<file path="config.mk">
export PLATFORM = sky130hd
export DESIGN_NAME = sram_fifo_ctrl
export DESIGN_NICKNAME = d
export VERILOG_FILES = /design/src/rtl/sram_fifo_ctrl.sv
export SDC_FILE = /design/constraint.sdc
export NUM_CORES = 1
export LEC_CHECK = 0
export BUFFER_PORTS_ARGS = -buffer_cell sky130_fd_sc_hd__buf_4
export CAP_MARGIN = 40
export CORE_MARGIN = 1
export CORE_UTILIZATION = 46
export CTS_CLUSTER_DIAMETER = 80
export DETAILED_ROUTE_END_ITERATION = 8
export PLACE_DENSITY = 0.81
export SYNTH_ARGS = -nofsm -noshare
export SYNTH_HDL_FRONTEND = slang
export SYNTH_SLANG_ARGS = --single-unit
export TNS_END_PERCENT = 10
</file>
<file path="constraint.sdc">
create_clock -name clk -period 2.87 [get_ports clk]
set_input_delay 0.574 -clock clk [delete_from_list [all_inputs] [get_ports clk]]
set_output_delay 0.574 -clock clk [all_outputs]
set_load 0.05 [all_outputs]
</file>
<file path="src/rtl/sram_fifo_ctrl.sv">
// Valid/ready byte FIFO that uses an external single-port SRAM as storage and
// drains it through a one-entry output register; one SRAM access per cycle.
module sram_fifo_ctrl #(
  parameter int unsigned DATA_W = 8,
  parameter int unsigned ADDR_W = 3
) (
  input  logic              clk,
  input  logic              rst,
  input  logic              in_valid,
  input  logic [DATA_W-1:0] in_data,
  output logic              in_ready,
  output logic              out_valid,
  output logic [DATA_W-1:0] out_data,
  input  logic              out_ready,
  output logic [ADDR_W:0]   occupancy,
  output logic              sram_wr_en,
  output logic [ADDR_W-1:0] sram_addr,
  output logic [DATA_W-1:0] sram_din,
  input  logic [DATA_W-1:0] sram_dout
);

  localparam int unsigned CNT_W = ADDR_W + 1;
  localparam logic [CNT_W-1:0] FULL = CNT_W'(2 ** ADDR_W);

  logic [ADDR_W-1:0] wr_ptr_q, wr_ptr_d;
  logic [ADDR_W-1:0] rd_ptr_q, rd_ptr_d;
  logic [CNT_W-1:0]  count_q, count_d;
  logic              rd_pend_q, rd_pend_d;
  logic              out_valid_q, out_valid_d;
  logic [DATA_W-1:0] out_data_q, out_data_d;
  logic              rd_go_c;
  logic              wr_go_c;

  // Arbitration: a read wins the SRAM port whenever the output side can take data.
  always_comb begin
    rd_go_c    = 1'b0;
    wr_go_c    = 1'b0;
    in_ready   = 1'b0;
    sram_wr_en = 1'b0;
    sram_addr  = wr_ptr_q;
    sram_din   = in_data;

    rd_go_c  = !rst && (count_q != '0) && !rd_pend_q && (!out_valid_q || out_ready);
    in_ready = !rst && (count_q != FULL) && !rd_go_c;
    wr_go_c  = in_valid && in_ready;

    sram_wr_en = wr_go_c;
    sram_addr  = rd_go_c ? rd_ptr_q : wr_ptr_q;
  end

  // Next-state for pointers, SRAM fill level and the output register.
  always_comb begin
    wr_ptr_d    = wr_ptr_q;
    rd_ptr_d    = rd_ptr_q;
    count_d     = count_q;
    rd_pend_d   = 1'b0;
    out_valid_d = out_valid_q;
    out_data_d  = out_data_q;

    if (rd_go_c) begin
      rd_ptr_d  = rd_ptr_q + ADDR_W'(1);
      count_d   = count_q - CNT_W'(1);
      rd_pend_d = 1'b1;
    end else if (wr_go_c) begin
      wr_ptr_d = wr_ptr_q + ADDR_W'(1);
      count_d  = count_q + CNT_W'(1);
    end

    // A capture always lands in an empty slot, so it takes precedence over pop.
    if (rd_pend_q) begin
      out_valid_d = 1'b1;
      out_data_d  = sram_dout;
    end else if (out_valid_q && out_ready) begin
      out_valid_d = 1'b0;
    end
  end

  always_ff @(posedge clk) begin
    if (rst) begin
      wr_ptr_q    <= '0;
      rd_ptr_q    <= '0;
      count_q     <= '0;
      rd_pend_q   <= 1'b0;
      out_valid_q <= 1'b0;
      out_data_q  <= '0;
    end else begin
      wr_ptr_q    <= wr_ptr_d;
      rd_ptr_q    <= rd_ptr_d;
      count_q     <= count_d;
      rd_pend_q   <= rd_pend_d;
      out_valid_q <= out_valid_d;
      out_data_q  <= out_data_d;
    end
  end

  assign out_valid = out_valid_q;
  assign out_data  = out_data_q;
  assign occupancy = count_q + CNT_W'(rd_pend_q) + CNT_W'(out_valid_q);

endmodule

</file>
* Word level (Yosys, flattened, before mapping)
Cells that the tools add are included.
Widths: inputs -> output; s select.
** Word-level totals
- Memory bits (writable) :: 0
- Word-level logic and storage cells :: 36
- Output and inout port bits :: 26
- Bits in registers :: 20
- Latch bits :: 0
- Bits of input ports :: 20
- Memories kept :: 0
- Memory bits (read-only) :: 0
** Cells by class
- Shifts and indexed selects :: 0
- Eq/ne operators :: 1
- Reductions and logical operators :: 16
- Mux-type cells :: 6
- $lt $le $gt $ge :: 0
- $add $sub $neg :: 6
- Div/mod/pow operators :: 0
- Multipliers :: 0
- Bitwise operators :: 1
** Operators by type and width (count)
- $add 4x1->4 :: 2
- $mux 4 :: 2
- $logic_and 1x1->1 :: 7
- $add 3x1->3 const B :: 2
- $add 4x1->4 const B :: 1
- $logic_not 1->1 :: 4
- $ne 4x4->1 const B :: 1
- $reduce_bool 2->1 :: 2
- $reduce_bool 4->1 :: 1
- $sub 4x1->4 const B :: 1
- $mux 1 :: 3
- $mux 3 :: 1
- $reduce_and 2->1 :: 1
- $logic_or 1x1->1 :: 1
- $not 1->1 :: 1

* Longest topological paths before layout
Gate-level depths: netlist of run 1.
- Word-level depth :: 9
- Gate-level depth with buffers :: 9
- Mapped depth without buffers :: 9

* Least setup slack after synthesis of run 1
Ideal clock, no wire load.
- Path type :: register -> output
- Start :: reg rd_pend_q
- End :: out occupancy[3]
- Stages on the path, launching flop included :: 7
- Path buffers :: 1
- Data arrival time :: 2.185 ns
- Required time :: 2.296 ns
- Slack :: 0.111 ns
- Path through :: dfxtp_1 -> clkbuf_1 -> inv_1 -> fa_1 -> inv_1 -> and3_2 -> xor2_1
** Between the ends
- Longest elaborated chain between the ends :: 2
** Ends and longest elaborated chain
- start, declared :: RTL line 28 : logic rd_pend_q, rd_pend_d;
- start signal, assigned :: RTL line 90 : rd_pend_q <= rd_pend_d;
- $add 4x1->4 (2 in a row) :: RTL line 98 : assign occupancy = count_q + CNT_W'(rd_pend_q) + CNT_W'(out_valid_q);
- end, declared :: RTL line 15 : output logic [ADDR_W:0] occupancy,
No other way between the ends.

* Worst setup path in the final report of run 1
Ends and elaborated chain as after synthesis.

==> qor.yml, run 1 <==
worstPathArrival_ns: 2.09
yosysTopAreaCellShare: 0.3730
synthAdderAreaFrac: 0.09557
synth_top_family_by_area: "simple AND/OR/NAND/NOR gates"
ctsHoldBuffers: 0
row_count: 17
clk_pin_slew_ns: 0.11
critPathTopFamily: "flip-flops"
yosysWarnings: 0
drive_gt1_frac: 0.3147
start_kind: "register"
peakVddDrop_uv: 712.2
portBuffers: 29
worstMarginPinSlew_ns: 0.5242
cts_sinks: 20
synth_top_cell_by_area: "dfxtp_1"
ys_top_cells_by_area: "dfxtp_1 (37%), mux2i_1 (7.5%), nand2_1 (5.9%)"
final_util: 0.5854
post_cts_buffers: 0
grtUsageTotal: 0.1825
end_kind: "output pin"
synth-seq-cells: 20
cpPeakStageDelay_ns: 0.67
die_width_um: 50.31
gr-usage-met1: 0.2060
drt_pass1_iterations: 4
muxShareOfSynthArea: 0.07459
synth-compound-area-share: 0.04196
r2r-start: "rd_pend_q"
power.leakage_nw: 0.6269
avgSynthCellArea_sq_um: 8.946
cts_tree: "built"
area.growth.synth_to_final_pct: 20.63
critPathMaxFanout: 11
htree_levels: 1
crit_type: "register to output pin"
clockRootBuffer: "clkbuf_4"
drv_cap: 0
layout.cells.non_filler: 171
rrSetupSlack_ns: 0.40
finalSetupViolCount: 0
r2r_cells: 8
via_count: 839
worstHoldPathCells: 2
grt_setup_unrepaired: "false"
hpwl_mm: 1.450
grt_start_max_net_pins: 22
routabilityCongestion: 0.8168
status: "completed"
drtIter0Drc: 8
synth.distinct_cells: 30
antenna_found_initial: 0
cpMaxStageDelayCell: "dfxtp_1"
use_met3: 0.03333
holdCritPathClass: "register to register"
routed_wl_mm: 1.939
netlist_instances: 120
clk-insertion-delay-late_ns: 0.30
cp_num_buf_inv: 3
syn-num-nets: 147
crit_required_ns: 2.30
fin_crit_sh: 0.9269
holdCritStartpoint: "wr_ptr_q[1]"
grtUsageMet2: 0.3222
synthXorXnorAreaFrac: 0.06527
crit_path_frequent_cell: "inv_1"
relSlewSlack: 0.6501
yosysSeqAreaShare: 0.3730
numCtsBuffers: 3
drc: 0
synthSimpleGateAreaFrac: 0.2366
skew_ns: 0.002646
grt_first_pass_wirelength_mm: 3.470
layout_min_cycle_time_ns: 2.660
whs_endpoint: "wr_ptr_q[1]"
die_area_sq_mm: 0.002531
reg2reg_to: "count_q[3]"
hold_violations: 0
cellPowerDensity_mw_per_mm2: 1094
grt-ovfl-total: 0
cts_resized: 0
grt_pass1_vias: 798
finalSetupTns_ns: 0
antenna_cells: 0
ant_nets: 0
fin_nets: 171
drv_slew: 0
cts_buffer_depth: 2
netlist_area_sq_mm: 0.001074
worstPathCellList: "inv_1 -> fa_1 -> inv_1 -> and3_2 -> xor2_1 -> buf_4"
fp.dieH_um: 50.31
fmax_mhz: 375.9
gr-max-usage-layer: "met2"
start_util: 0.4853
wl_per_cell_um: 11.34
ios: 46
dp.cells: 167
coreArea_sq_mm: 0.002212
drt-vias-per-instance: 4.906
==> registers in the layout (all words and copies together) (netlist names) <==
register / cells
rd_ptr_q: 3
rd_pend_q: 1
count_q: 4
wr_ptr_q: 3
out_data: 8
out_valid: 1
==> synthesized netlist by cell type, drive strengths merged <==
master,count
a211oi,2
clkinv,1
nor2,18
ha,5
dfxtp,20
nor4b,1
nor2b,1
or2,1
nand2,17
or3,1
xnor2,3
or4,1
clkbuf,2
nor3,1
fa,2
nand3,3
inv,8
o21ai,1
nor3b,2
and3,2
mux2i,8
buf,10
a21oi,4
xor2,5
nor4,1
==> per-stage QoR <==
step                worst slack [ns]  hold slack [ns]  total power [W]  cell area, sq um
global route                 0.05256           0.5154         0.001516              1295
finish                        0.2097           0.5072         0.001416              1295
CTS                           0.1726           0.5037         0.001429              1295
floorplan                     0.1112           0.4533         0.001101              1074
detailed placement            0.3114           0.4747         0.001259              1259
global placement              0.3920           0.4668         0.001235              1259
==> worst reg2reg max path, delay by kind of cell, from the launching register on <==
family,cells,cell delay (ns)
compound gates,2,0.30
simple gates,4,1.21
flops,1,0.49
fa+ha+maj,1,0.27
buf+inv,1,0.13
==> power by group <==
group | internal, W | switching, W | total, W | leakage (nW)
combinational | 0.000304 | 0.000521 | 0.000825 | 0.442
clock | 0.0000773 | 0.0000833 | 0.000161 | 0.0210
sequential | 0.000345 | 0.0000858 | 0.000430 | 0.163
==> logic make-up after synthesis <==
kind of cell	after synthesis
XOR/XNOR	8
multiplexers	8
AND/OR/NAND/NOR	49
adder cells (fa/ha/maj)	7
AO/OA/AOI/OAI	7
flip-flops	20
buffers and inverters	21
==> metal layers <==
layer / vias up / wire (um)
met5: - / 0
met4: 0 / 34
met3: 8 / 103
met2: 27 / 977
met1: 377 / 823
li1: 427 / -
==> area by class of cell <==
cell class              instances  area [sq um]
flip-flops and latches         20         400.4
well taps                      28         35.03
inverters                       9         38.79
multi-input cells              79         551.8
clock buffers                   4         36.28
repair buffers                 31         232.7
fillers                       206         917.1
==> layout by cell type, fill, tap and decap left out <==
| master | netlist | routed |
|---|---|---|
| buf_4 | 8 | 31 |
| dfxtp_1 | 20 | 20 |
| nand2_1 | 17 | 17 |
| nor2_1 | 17 | 17 |
| inv_1 | 8 | 8 |
| mux2i_1 | 8 | 8 |
| xor2_1 | 5 | 5 |
| ha_1 | 5 | 5 |
| a21oi_1 | 4 | 4 |
| xnor2_1 | 3 | 3 |
| nand3_1 | 3 | 3 |
| clkbuf_4 | 0 | 3 |
| nor3b_2 | 2 | 2 |
| fa_1 | 2 | 2 |
| nor2b_4 | 1 | 1 |
| nor4_1 | 1 | 1 |
| or4_4 | 1 | 1 |
| clkinv_4 | 1 | 1 |
| and3_2 | 1 | 1 |
| or3_2 | 1 | 1 |
| nor4b_1 | 1 | 1 |
| a211oi_1 | 1 | 1 |
| or2_4 | 1 | 1 |
| a211oi_2 | 1 | 1 |
| nor2_4 | 1 | 1 |
| and3_1 | 1 | 1 |
| nor3_1 | 1 | 1 |
| o21ai_0 | 1 | 1 |
| clkbuf_8 | 0 | 1 |
==> how the worst max path moves through the flow <==
stage                   start           end  cells past startpoint
floorplan           rd_pend_q  occupancy[3]                      6
global route        rd_pend_q  occupancy[3]                      6
finish              rd_pend_q  occupancy[3]                      6
detailed placement        rst    count_q[3]                      9
CTS                 rd_pend_q  occupancy[3]                      6
global placement          rst    count_q[3]                      9
No activity file was read; power rests on OpenSTA's default activity.
==> run 2, diff against run 1 <==
PLACE_DENSITY = 0.78   (was 0.81)
==> run 2 against run 1 <==
- die area stayed put
- sequential power hardly changed
- critical path depth stayed put
- hold slack worse by 0.0080 ns
- combinational power hardly changed
- sequential share of layout area is 0.18 points higher
- power is 0.32% higher
- setup slack worse by 0.034 ns
- non-clock buffer count is 1 lower
- utilization is 0.34 points lower
- critical endpoint unchanged
==> qor.yml, run 2 (synthesized netlist as in run 1, its figures left out) <==
holdCritPathClass: "register to register"
grt-ovfl-total: 0  # unchanged
layout_min_cycle_time_ns: 2.695  # +0.03440 ns
portBuffers: 29  # unchanged
drtIter0Drc: 15  # +7
drv_cap: 0  # unchanged
hpwl_mm: 1.537  # +6.0%
largest_register_ffs: 8  # unchanged
ant_nets: 0  # unchanged
final_util: 0.5820  # -0.003393
status: "completed"
fp.dieH_um: 50.31  # unchanged
hold_violations: 0  # unchanged
cpPeakStageDelay_ns: 0.70  # +0.03 ns
setup_ws_ns: 0.1753  # -0.03440 ns
ios: 46  # unchanged
antenna_found_initial: 0  # unchanged
cts_resized: 0  # unchanged
critPathMaxFanout: 11  # unchanged
power.leakage_nw: 0.6218  # -0.82%
critPathTopFamily: "flip-flops"
fill_cells: 209  # +1.5%
finalSetupTns_ns: 0  # unchanged
coreArea_sq_mm: 0.002212  # unchanged
fin_nets: 170  # -0.58%
crit_required_ns: 2.30  # about the same
cp_num_buf_inv: 3  # unchanged
cts_buffer_depth: 2  # unchanged
grt_start_max_net_pins: 22  # unchanged
skew_ns: 0.007629  # +0.004984 ns
drt-vias-per-instance: 4.929  # +0.47%
use_met3: 0.03030  # -0.003030
clockRootBuffer: "clkbuf_4"
crit_path_frequent_cell: "inv_1"
routed_wl_mm: 2.032  # +4.8%
row_count: 17  # unchanged
clk_pin_slew_ns: 0.12  # about the same
worstPathArrival_ns: 2.12  # +0.03 ns
seq_area_sq_um: 400.4  # unchanged
gr-usage-met1: 0.2079  # +0.001890
start_util: 0.4853  # unchanged
worstMarginPinSlew_ns: 0.5617  # +0.03753 ns
antenna_cells: 0  # unchanged
drt_pass1_iterations: 3  # -1
area.growth.synth_to_final_pct: 19.93
place_area_sq_mm: 0.001251  # -0.60%
via_count: 838  # -0.12%
peakVddDrop_uv: 587.7  # -17%
cts_tree: "built"
worstPathCellList: "inv_1 -> fa_1 -> inv_1 -> and3_2 -> xor2_1 -> buf_4"
layout_commonest_cell: "buf_4"
grt_first_pass_wirelength_mm: 3.415  # -1.6%
grtUsageMet2: 0.3067  # -0.01556
ctsHoldBuffers: 0  # unchanged
worstHoldPathCells: 2  # unchanged
drv_slew: 0  # unchanged
fin_crit_sh: 0.9389  # +0.01199
drc: 0  # unchanged
cellPowerDensity_mw_per_mm2: 1104  # +0.91%
drive_gt1_frac: 0.3099  # -0.004826
htree_levels: 1  # unchanged
clk-insertion-delay-late_ns: 0.30  # about the same
final_cell_mix: "buf_4 (30), dfxtp_1 (20), nand2_1 (17), nor2_1 (17)"
crit_type: "register to output pin"
r2r_cells: 8  # unchanged
gr-max-usage-layer: "met2"
fin_area_sq_mm: 0.001287  # -0.58%
routabilityCongestion: 0.8513  # +4.2%
grt_setup_unrepaired: "false"
relSlewSlack: 0.6202  # -0.02982
post_cts_buffers: 0  # unchanged
end_kind: "output pin"
numCtsBuffers: 3  # unchanged
cpMaxStageDelayCell: "dfxtp_1"
cts_sinks: 20  # unchanged
fmax_mhz: 371.1  # -1.3%
grt_pass1_vias: 829  # +3.9%
finalSetupViolCount: 0  # unchanged
grtUsageTotal: 0.1761  # -0.006382
multi_input_area_sq_um: 551.8  # unchanged
crit_cells: 6  # unchanged
start_kind: "register"
dp_worst_setup_slack_ns: 0.3284  # +0.01705 ns
die_area_sq_mm: 0.002531  # unchanged
wl_per_cell_um: 11.95  # +5.4%
die_width_um: 50.31  # unchanged
-- run 2: routing by layer --
layer / part of all wire / up-vias / routed length, um
li1: - / 426 / -
met4: 0.011 / 0 / 22
met1: 0.45 / 382 / 923
met3: 0.052 / 4 / 106
met5: 0 / - / 0
met2: 0.48 / 26 / 980
-- run 2: power by group --
group	total, W	switching, W	internal (W)
logic	0.000826	0.000524	0.000302
registers	0.000431	0.0000867	0.000344
clock network	0.000164	0.0000863	0.0000772
total	0.00142	0.000697	0.000724
-- run 2: final cells by class --
| cell class | count | share of cell area |
|---|---|---|
| inverters | 9 | 0.03013 |
| well taps | 28 | 0.02721 |
| multi-input cells | 79 | 0.4286 |
| flip-flops and latches | 20 | 0.3110 |
| repair buffers | 30 | 0.1749 |
| clock buffers | 4 | 0.02818 |
-- run 2: worst min-delay path, stage by stage, from the launching register on --
cell,delay [ns]
dfxtp_1,0.35
nand2_1,0.06
a21oi_1,0.06
-- run 2: worst paths after layout --
| check | start | to | slack (ns) |
|---|---|---|---|
| max | rd_pend_q | occupancy[3] | 0.18 |
| min | wr_ptr_q[1] | wr_ptr_q[1] | 0.50 |
| max reg2reg | rd_pend_q | count_q[3] | 0.43 |
| min reg2reg | wr_ptr_q[1] | wr_ptr_q[1] | 0.50 |
-- run 2: metrics by stage --
step | std cells | power (W) | hold slack [ns]
3_3_place_gp | 166 | 0.001237 | 0.4666
4_1_cts | 170 | 0.001431 | 0.4975
6_report | 170 | 0.001421 | 0.4992
2_1_floorplan | 120 | 0.001101 | 0.4533
3_5_place_dp | 166 | 0.001265 | 0.4795
5_1_grt | 170 | 0.001510 | 0.5015
==> run 3, diff against run 2 <==
REMOVE_ABC_BUFFERS = 1   (was unset)
==> run 3 against run 2 <==
- die area unchanged
- first-iteration DRC count decreased by 80%
- power is 2.9% lower
- count of clock-buffer cells in the layout fell by 1
- via count is 1.4% higher
- sequential power barely moved
- routed wire length shrank 3.5%
- register-to-register slack got worse by 0.04 ns
- utilization shrank 0.62 points
- critical path type unchanged
- critical endpoint unchanged
==> qor.yml, run 3 (synthesized netlist as in run 1, its figures left out) <==
status: "completed"
coreArea_sq_mm: 0.002212  # unchanged
power.leakage_nw: 0.6146  # -1.2%
drtIter0Drc: 3  # -12
cts_resized: 0  # unchanged
p_int_w: 0.0006930  # -4.3%
worstPathArrival_ns: 2.11  # about the same
via_count: 850  # +1.4%
largest_register_ffs: 8  # unchanged
antenna_found_initial: 0  # unchanged
peakVddDrop_uv: 723.4  # +23%
row_count: 17  # unchanged
start_util: 0.4853  # unchanged
finalSetupViolCount: 0  # unchanged
routabilityCongestion: 0.7545  # -11%
power.switching_w: 0.0006864  # -1.5%
drv_cap: 0  # unchanged
cpMaxStageDelayCell: "dfxtp_1"
clk_pin_slew_ns: 0.10  # -0.02 ns
ctsHoldBuffers: 0  # unchanged
routed_wl_mm: 1.960  # -3.5%
drive_gt1_frac: 0.3050  # -0.004895
critPathTopFamily: "flip-flops"
sw_frac_of_total: 0.4976  # +0.007222
fp.dieH_um: 50.31  # unchanged
layout_min_cycle_time_ns: 2.684  # -0.01064 ns
end_kind: "output pin"
power_frac_seq: 0.312  # +0.009
cts_sinks: 20  # unchanged
cp_num_buf_inv: 3  # unchanged
wl_per_cell_um: 11.60  # -3.0%
grtUsageTotal: 0.1707  # -0.005432
drt-vias-per-instance: 5.030  # +2.0%
drv_slew: 0  # unchanged
portBuffers: 29  # unchanged
finalPower_w: 0.001379  # -2.9%
pwr-share-comb: 0.593  # +0.012
clk-insertion-delay-late_ns: 0.30  # about the same
holdWs_ns: 0.4911  # -0.008154 ns
drc: 0  # unchanged
worstPathCellList: "inv_1 -> fa_1 -> inv_1 -> and3_2 -> xor2_1 -> buf_4"
grt_setup_unrepaired: "false"
cellPowerDensity_mw_per_mm2: 1083  # -1.9%
cts_tree: "built"
hold_violations: 0  # unchanged
skew_ns: 0.003263  # -0.004366 ns
area.growth.synth_to_final_pct: 18.65
layout_commonest_cell: "buf_4"
grt_first_pass_wirelength_mm: 3.312  # -3.0%
grt-ovfl-total: 0  # unchanged
fill_cells: 202  # -3.3%
final_cell_mix: "buf_4 (30), dfxtp_1 (20), nand2_1 (17), nor2_1 (17)"
fmax_mhz: 372.6  # +0.40%
numCtsBuffers: 3  # unchanged
fin_nets: 170  # unchanged
ios: 46  # unchanged
relSlewSlack: 0.6162  # -0.004078
cpPeakStageDelay_ns: 0.70  # about the same
clockRootBuffer: "clkbuf_4"
crit_required_ns: 2.30  # about the same
die_area_sq_mm: 0.002531  # unchanged
critPathMaxFanout: 11  # unchanged
post_cts_buffers: 0  # unchanged
final_util: 0.5758  # -0.006222
grt_pass1_vias: 816  # -1.6%
start_kind: "register"
crit_type: "register to output pin"
drt_pass1_iterations: 4  # +1
finalSetupTns_ns: 0  # unchanged
cts_buffer_depth: 2  # unchanged
pwr-share-clk: 0.095  # -0.020
die_width_um: 50.31  # unchanged
worstMarginPinSlew_ns: 0.5750  # +0.01325 ns
htree_levels: 1  # unchanged
holdCritPathClass: "register to register"
ant_nets: 0  # unchanged
grt_start_max_net_pins: 22  # unchanged
fin_crit_sh: 0.9352  # -0.003708
crit_path_frequent_cell: "inv_1"
antenna_cells: 0  # unchanged
hpwl_mm: 1.491  # -3.0%
[run 3: per-layer routing]
layer  vias to the layer above  track usage  part of all wire
li1                        423            -                 -
met4                         0       0.1065             0.031
met2                        38       0.2689              0.48
met5                         -            0                 0
met1                       382       0.2030              0.42
met3                         7      0.04848             0.063
[run 3: power by group through the flow]
stage,registers (W),clock network [W],logic (W)
2_1_floorplan,0.000497,0,0.000553
3_3_place_gp,0.000434,0,0.000799
3_5_place_dp,0.000437,0,0.000821
4_1_cts,0.000432,0.000133,0.000823
5_1_grt,0.000444,0.000142,0.000881
6_report,0.000431,0.000130,0.000818
[run 3: per-stage QoR]
step	cells	worst slack (ns)	instance area, sq um
after floorplan	108	0.1186	991.0
after global placement	166	0.3963	1251
after detailed placement	166	0.3004	1251
after CTS	169	0.1629	1274
after global routing	169	0.04118	1274
final	169	0.1859	1274
[run 3: path summary, 6_finish.rpt]
check,from,endpoint,slack (ns),depth (start not counted)
min reg2reg,rd_ptr_q[1],rd_ptr_q[1],0.49,2
max,rd_pend_q,occupancy[3],0.19,6
max reg2reg,rd_pend_q,count_q[3],0.39,8
min,rd_ptr_q[1],rd_ptr_q[1],0.49,2
[run 3: tightest hold or removal path: stages (launching register included)]
cell and delay [ns]:
dfxtp_1 0.34, nand2_1 0.06, a21oi_1 0.05
[run 3: area by class of cell]
cell class	instances	area [sq um]	share of cell area
flip-flops and latches	20	400.4	0.3143
well taps	28	35.03	0.02750
inverters	9	38.79	0.03045
clock buffers	3	22.52	0.01768
repair buffers	30	225.2	0.1768
multi-input cells	79	551.8	0.4332
